===== src/rtl/frq_pkg.sv =====
// Shared types and constants for the frequency sweep controller.
// Holds the FSM state encoding, the divisor width and the default step count.
// Also provides the modulo-8 divisor stepping helper used by the controller.
package frq_pkg;

    localparam int DIV_W     = 3;
    localparam int STEPS_DEF = 8;

    typedef enum logic [1:0] {
        ST_IDLE  = 2'd0,
        ST_LOAD  = 2'd1,
        ST_COUNT = 2'd2,
        ST_DONE  = 2'd3
    } state_e;

    // Next divisor setting; the 3-bit width gives the 7->0 / 0->7 wrap for free.
    function automatic logic [DIV_W-1:0] step_div(input logic [DIV_W-1:0] v,
                                                  input logic             up);
        return up ? v + DIV_W'(1) : v - DIV_W'(1);
    endfunction

endpackage


===== src/rtl/frq_burst_cnt.sv =====
// Burst pulse counter: counts enabled pulses and flags the one that reaches the limit.
// Latency: hit_o is combinational on the pulse that completes the burst.
// No backpressure; a limit of 0 behaves as 1.
module frq_burst_cnt #(
    parameter int W = 4
) (
    input  logic         clk,
    input  logic         rst,
    input  logic         clr_i,
    input  logic         en_i,
    input  logic [W-1:0] limit_i,
    output logic         hit_o
);

    logic [W-1:0] cnt_q;
    logic [W-1:0] cnt_d;
    logic [W-1:0] lim;

    assign lim   = (limit_i == '0) ? W'(1) : limit_i;
    // cnt_q never exceeds lim-1, so the increment cannot overflow W bits.
    assign hit_o = en_i && ((cnt_q + W'(1)) == lim);

    // Next count: clear has priority, and the counter rewinds on the completing pulse.
    always_comb begin
        cnt_d = cnt_q;
        if (clr_i) begin
            cnt_d = '0;
        end else if (en_i) begin
            cnt_d = hit_o ? '0 : cnt_q + W'(1);
        end
    end

    // Count register with synchronous reset.
    always_ff @(posedge clk) begin
        if (rst) begin
            cnt_q <= '0;
        end else begin
            cnt_q <= cnt_d;
        end
    end

endmodule


===== src/rtl/frq_sweep_ctrl.sv =====
// Divisor sweep controller: loads STEPS successive divisor settings, holding each for a burst of div_co pulses.
// Latency: start -> div_ld next cycle, COUNT the cycle after; done one cycle after the final counted pulse.
// No backpressure; start outside IDLE is dropped, abort returns to IDLE without done.
module frq_sweep_ctrl
    import frq_pkg::*;
#(
    parameter int STEPS   = STEPS_DEF,
    parameter int BURST_W = 4
) (
    input  logic               clk,
    input  logic               rst,
    input  logic               start,
    input  logic               abort,
    input  logic [DIV_W-1:0]   SW,
    input  logic               dir,
    input  logic [BURST_W-1:0] burst,
    input  logic               div_co,
    output logic               div_ld,
    output logic [DIV_W-1:0]   div_val,
    output logic               out,
    output logic               busy,
    output logic               done,
    output logic [DIV_W-1:0]   step_idx
);

    state_e             state_q, state_d;
    logic [DIV_W-1:0]   cur_q, cur_d;
    logic [DIV_W-1:0]   step_q, step_d;
    logic               dir_q, dir_d;
    logic [BURST_W-1:0] burst_q, burst_d;

    logic cnt_en;
    logic cnt_clr;
    logic cnt_hit;
    logic last_step;

    // Pulses only count while in COUNT; the count is held clear everywhere else,
    // which covers the clear-on-entry-to-LOAD behaviour.
    assign cnt_en    = (state_q == ST_COUNT) && div_co;
    assign cnt_clr   = (state_q != ST_COUNT);
    assign last_step = (step_q == DIV_W'(STEPS - 1));

    frq_burst_cnt #(
        .W (BURST_W)
    ) u_burst_cnt (
        .clk     (clk),
        .rst     (rst),
        .clr_i   (cnt_clr),
        .en_i    (cnt_en),
        .limit_i (burst_q),
        .hit_o   (cnt_hit)
    );

    // Next-state logic: latch the sweep setup in IDLE, advance a step per completed burst.
    always_comb begin
        state_d = state_q;
        cur_d   = cur_q;
        step_d  = step_q;
        dir_d   = dir_q;
        burst_d = burst_q;
        case (state_q)
            ST_IDLE: begin
                if (start && !abort) begin
                    cur_d   = SW;
                    dir_d   = dir;
                    burst_d = burst;
                    step_d  = '0;
                    state_d = ST_LOAD;
                end
            end
            ST_LOAD: begin
                state_d = abort ? ST_IDLE : ST_COUNT;
            end
            ST_COUNT: begin
                if (abort) begin
                    state_d = ST_IDLE;
                end else if (cnt_hit) begin
                    if (last_step) begin
                        state_d = ST_DONE;
                    end else begin
                        cur_d   = step_div(cur_q, dir_q);
                        step_d  = step_q + DIV_W'(1);
                        state_d = ST_LOAD;
                    end
                end
            end
            ST_DONE: begin
                state_d = ST_IDLE;
            end
            default: begin
                state_d = ST_IDLE;
            end
        endcase
    end

    // State and sweep registers with synchronous reset.
    always_ff @(posedge clk) begin
        if (rst) begin
            state_q <= ST_IDLE;
            cur_q   <= '0;
            step_q  <= '0;
            dir_q   <= 1'b0;
            burst_q <= '0;
        end else begin
            state_q <= state_d;
            cur_q   <= cur_d;
            step_q  <= step_d;
            dir_q   <= dir_d;
            burst_q <= burst_d;
        end
    end

    assign div_ld   = (state_q == ST_LOAD);
    assign div_val  = cur_q;
    assign out      = div_co && (state_q == ST_COUNT);
    assign busy     = (state_q == ST_LOAD) || (state_q == ST_COUNT);
    assign done     = (state_q == ST_DONE);
    assign step_idx = step_q;

endmodule


===== config.mk =====
export PLATFORM = sky130hd
export DESIGN_NAME = frq_sweep_ctrl
export DESIGN_NICKNAME = d
export VERILOG_FILES = /design/src/rtl/frq_pkg.sv /design/src/rtl/frq_burst_cnt.sv /design/src/rtl/frq_sweep_ctrl.sv
export SDC_FILE = /design/constraint.sdc
export NUM_CORES = 1
export LEC_CHECK = 0
export BUFFER_PORTS_ARGS = -buffer_cell sky130_fd_sc_hd__clkbuf_2
export CORE_ASPECT_RATIO = 1.25
export CORE_MARGIN = 2
export CORE_UTILIZATION = 50
export DETAILED_ROUTE_END_ITERATION = 8
export HOLD_SLACK_MARGIN = 0.08
export PLACE_DENSITY = 0.85
export SKIP_LAST_GASP = 1
export SYNTH_ARGS = -nofsm -noshare
export SYNTH_HDL_FRONTEND = slang
export SYNTH_HIERARCHICAL = 1
export SYNTH_SLANG_ARGS = --single-unit

===== constraint.sdc =====
create_clock -name clk -period 4.7 [get_ports clk]
set_input_delay 0 -clock clk [delete_from_list [all_inputs] [get_ports clk]]
set_output_delay 0 -clock clk [all_outputs]
set_load 0.005 [all_outputs]

; After elaboration in Yosys (flattened, before gate mapping)
; Index checks and enable logic that the tools add are counted.
[totals]
output_inout_bits = 10
reg_bits = 17
word_cells = 52
in_bits = 13
[classes]
n_eq_ne = 11
n_reduce_logical = 12
add_sub_neg = 4
n_mux = 19
[ops]
columns = operator, count
row1 = 3-bit 2-to-1 mux, 9
row2 = 3-bit case mux with 2 select lines, 2
row3 = 2-bit 2-to-1 mux, 5
row4 = 4-bit 2-to-1 mux, 2
row5 = 2-bit != test (second input constant), 4
row6 = 2-bit case mux with 4 select lines, 1
row7 = 3-bit by 1-bit adder with 3-bit output (second input constant), 2
row8 = 5-bit AND reduction, 1
row9 = 4-bit by 1-bit adder with 4-bit output (second input constant), 1
row10 = 2-bit == test (second input constant), 2
row11 = 4-bit == test, 1
row12 = 4-bit logical NOT, 1
row13 = 2-bit AND reduction, 2
row14 = 3-bit == test (second input constant), 1
row15 = 1-bit logical AND, 3
row16 = 3-bit by 2-bit != test with 1-bit output (second input constant), 1
row17 = 3-bit by 1-bit subtractor with 3-bit output (second input constant), 1
row18 = 2-bit by 1-bit == test with 1-bit output (second input constant), 1
row19 = 2-bit logical NOT, 1
row20 = 2-bit by 1-bit != test with 1-bit output (second input constant), 1
row21 = 2-bit nonzero test, 1
row22 = 2-bit OR reduction, 1
row23 = 1-bit logical NOT, 1
row24 = 1-bit logical OR, 1

; Longest topological paths before layout
[logic_depth]
ltp_word = 7
ltp_mapped = 10
ltp_nobuf = 9

; Modules after synthesis
; Netlist, hierarchy kept.
[modules_own_cells]
columns = mod, instances, area_per_inst_um2, seq_area_each_um2, cells_per_inst
row1 = frq_sweep_ctrl, 1, 699.4, 260.2, 77
row2 = frq_burst_cnt, 1, 305.3, 80.1, 33

; Worst setup path after synthesis
; Ideal clock, no wire load.
[synth_timing]
path_type = register -> register
startpoint = reg state_q[0]
endpoint = reg cur_q[0], in the netlist div_val[0]
synth_period_minus_slack_ns = 2.411
slack_ns = 2.289
t_arrival_ns = 2.340
setup_ns = 0.071
stages_incl_launch_ff = 11
required_time_ns = 4.629
n_path_buf = 1
path_cell_list = dfxtp_1 -> inv_1 -> ha_1 -> and2_1 -> and3_4 -> and3_2 -> nor2b_1 -> or3_1 -> clkbuf_1 -> or3_1 -> a21oi_1
[synth_via]
elab_chain_cells = 5
elab_cells_between_ends = 11
classes_between = eq/ne: 5 / mux: 1 / reduce/logical: 5
[synth_rtl]
columns = item, line
row1 = from (decl), frq_sweep_ctrl.sv:26  ; state_e state_q, state_d;
row2 = from (signal assigned), frq_sweep_ctrl.sv:105  ; state_q <= state_d;
row3 = 2-bit == test, --
row4 = 1-bit logical AND, --
row5 = net out, frq_sweep_ctrl.sv:20  ; output logic out,
row6 = 1-bit logical AND, frq_burst_cnt.sv:21  ; assign hit_o = en_i && ((cnt_q + W'(1)) == lim);
row7 = net cnt_hit, frq_sweep_ctrl.sv:34  ; logic cnt_hit;
row8 = 2-bit by 1-bit != test with 1-bit output (no source line), --
row9 = 5-bit AND reduction (no source line), --
row10 = to (signal assigned), frq_sweep_ctrl.sv:106  ; cur_q <= cur_d;
row11 = to (decl), frq_sweep_ctrl.sv:27  ; logic [DIV_W-1:0] cur_q, cur_d;
; The timed path passes the listed nets, and every way through them passes these cells.
; A chain may end at the register's enable or synchronous reset.

; Worst setup path after layout
[layout_timing]
startpoint = reg state_q[0]
endpoint = reg cur_q[0], in the netlist div_val[0]
[layout_via]
elab_chain_cells = 5
elab_cells_between_ends = 11
classes_between = eq/ne: 5 / mux: 1 / reduce/logical: 5
[layout_rtl]
columns = item, line
row1 = 2-bit == test, frq_sweep_ctrl.sv:39  ; assign cnt_en = (state_q == ST_COUNT) && div_co;
row2 = 1-bit logical AND, frq_sweep_ctrl.sv:39
row3 = 1-bit logical AND, frq_burst_cnt.sv:21
row4 = net cnt_hit, frq_sweep_ctrl.sv:34
row5 = 2-bit by 1-bit != test with 1-bit output (no source line), --
row6 = 5-bit AND reduction (no source line), --
; The timed path passes the listed nets, and every way through them passes these cells.

==> out/results.ini <==
[worst_setup_path]
worstSetupEndpointType = flop
cp.arrival_ps = 3410
cp_cell_sequence = inv_1, ha_1, and2_1, and3_4, and3_2, nor2b_1, or3_1, or3_1, a21oi_1, dlygate4sd3_1
cp_num_buf_inv = 2
critical_path.most_common_cell = or3_1
worstPathRequired_ps = 4950
critPathLaunchType = flop
crit_fanout = 7
cp_top_family = simple AND/OR/NAND/NOR gates
cpPeakStageDelay_ps = 560
cpMaxStageDelayCell = dlygate4sd3_1
path_class = reg -> reg

[power_and_ir_drop]
combPwrFrac_pct = 20.0
p_int_uw = 212.7
sw_frac_of_total_pct = 28.34
vdd_drop_max_uv = 198.2
seqPwrFrac_pct = 52.5
powerDensity_nw_per_um2 = 233.7
p_clk_share_pct = 27.5
p_sw_uw = 84.11
leakage_uw = 0.0005839

[die]
die-width_um = 44.10
io_pins = 23
fp.coreArea_sq_um = 1937
rows = 18
start_util_pct = 51.87
die-height_um = 54.12
fp.dieArea_sq_um = 2386

[routing]
drt-initial-drc-count = 16
drt_wl_total_um = 2105
drt-vias-per-instance = 5.479
first_pass_iters = 4
num_vias = 904
wl_per_cell_um = 12.76
drc = 0
ant_nets = 0

[final_layout]
fin_util_pct = 65.57
n_antenna_cell = 0
area_growth_pct = 26.40
drive_above_1_share_pct = 20.00
nets = 168

[global_routing]
antenna_found_initial = 0
grt_max_degree = 15
grt_util_all_layers_pct = 20.28
overflow = 0
grt_pass1_wl_um = 3491
grt_pass1_vias = 817

[timing]
rsz0062_at_grt = no
max_freq_mhz = 317.2
fin_crit_sh_pct = 67.09
max-slew-margin-rel_pct = 59.06
clock_skew_ps = 1.729
worst_slew_pin_slew_ps = 609.4
setup_viol = 0
hold_viol = 0
layout_min_cycle_time_ps = 3153
fin_tns_setup_ps = 0
final_max_slew_viol_count = 0

[worst_hold_path]
hold_class = in -> reg

[clock_network]
cts_made_buffers = 3
clk_pin_slew_ps = 100
cts_resized = 0
insertion_delay_ps = 300
cts_tree = done
htreeDepth = 1
cts_sinks = 17
ctsRootBufferMaster = clkbuf_4
cts_hold_buf = 11
clk_path_buf_depth = 2
cts_setup_buffers = 0

[logic_synthesis]
synth_area_per_cell_sq_um = 9.134
yosys_warnings = 6
syn_inst = 110
async_reset_ff_share_pct = 0
synth.area.top_cells = dfxtp_1 34%, ha_1 10%, mux2i_1 9.0%
syn_area_sq_um = 1005
synth_top_flop_cell = dfxtp_1
synthDistinctLibCells = 32
synth_seq_cells = 17
yosysSeqAreaShare_pct = 33.87
yosysMostFrequentCell = dfxtp_1
synthesis.nets = 132
synthTopCellsByCount = 17 x dfxtp_1, 11 x nor2_1, 9 x mux2i_1
yosysTopAreaCell = dfxtp_1
netlist.area_leader.share_pct = 33.87
synth_edf_count = 0

[place]
gp_congestion = 0.9358
hpwl_um = 1533
numPortBuffers = 22

[flow_run]
maxCapViolCount = 0

[outcome]
status = finished clean

worst reg2reg max path, stage by stage (launching register included):
cell and delay (ps):
dfxtp_1 350, inv_1 110, ha_1 310, and2_1 340
and3_4 270, and3_2 180, nor2b_1 50, or3_1 450
or3_1 370, a21oi_1 120, dlygate4sd3_1 560
worst paths after layout:
kind / startpoint / endpoint / slack [ps] / cells after the start
setup / recovery: state_q[0] / div_val[0] / 1550 / 10
hold / removal: SW[2] / div_val[2] / 90 / 4
setup reg to reg: state_q[0] / div_val[0] / 1550 / 10
hold reg to reg: step_idx[1] / step_idx[1] / 500 / 2
sequential cells by signal, indices dropped and copies added (netlist names):
signal	count
step_idx	3
dir_q	1
div_val	3
u_burst_cnt/cnt_q	4
state_q	2
burst_q	4
metrics by stage:
| step | setup WS, ps | instances | instance area, sq um | hold WS, ps | total power [uW] |
|---|---|---|---|---|---|
| finish | 1547 | 165 | 1270 | 92.65 | 296.8 |
| global route | 1314 | 165 | 1270 | 121.5 | 312.6 |
| CTS | 1524 | 165 | 1270 | 98.43 | 297.9 |
| detailed placement | 2081 | 150 | 1132 | 242.6 | 211.1 |
| global placement | 2228 | 150 | 1132 | 230.8 | 208.8 |
| floorplan | 2289 | 110 | 1005 | 69.07 | 193.8 |
power groups by stage:
stage	Combinational [uW]	Sequential, uW	Clock (uW)
floorplan	35.8	158	0
global placement	50.2	159	0
detailed placement	51.8	159	0
CTS	59.3	156	82.8
global route	66.0	157	89.6
finish	59.3	156	81.6
cell families (layout without fill, tap and decap cells):
logic type,count (synthesis),count (layout),share of synthesized area (%)
buffers and inverters,7,42,2.616
AND/OR/NAND/NOR,41,41,21.67
multiplexers,9,9,8.967
adder cells (fa/ha/maj),9,9,11.96
AO/OA/AOI/OAI,18,18,11.71
flip-flops,17,17,33.87
XOR/XNOR,9,9,9.215
layer usage:
| metal | routed length [um] | vias up | track usage, % |
|---|---|---|---|
| met5 | 0 | - | 0 |
| met4 | 57 | 0 | 11.11 |
| met2 | 1015 | 20 | 33.82 |
| met1 | 944 | 422 | 24.24 |
| li1 | - | 457 | - |
| met3 | 88 | 5 | 4.027 |
layout by cell type (no fill, tap or decap):
cell,count
clkinv_2,1
o22ai_1,1
nand3_1,3
nor2b_1,3
dlygate4sd3_1,11
o21ai_0,1
xor2_1,4
clkbuf_2,22
a211oi_1,2
a311oi_1,3
or3_1,3
nand2_1,6
ha_1,8
xnor3_1,1
nand3b_1,2
or2_2,1
inv_1,5
nor4b_1,1
and3_2,1
fa_1,1
and3_4,1
o211ai_1,1
nand2b_1,3
xnor2_1,4
a21o_1,1
a31oi_1,1
nor3_1,3
mux2i_1,9
a21oi_1,7
nor2_1,11
a2bb2oi_1,1
clkbuf_4,3
and2_1,2
dfxtp_1,17
nand4_1,1
final cells by class:
| type | count | area [sq um] |
|---|---|---|
| fill | 164 | 666.9 |
| clock inverter | 1 | 5.005 |
| tap | 20 | 25.02 |
| clock buffer | 3 | 22.52 |
| timing repair buffer | 33 | 220.2 |
| inverter | 5 | 18.77 |
| sequential | 17 | 340.3 |
| multi-input combinational | 86 | 638.1 |
No activity file was read; power rests on OpenSTA's default activity.
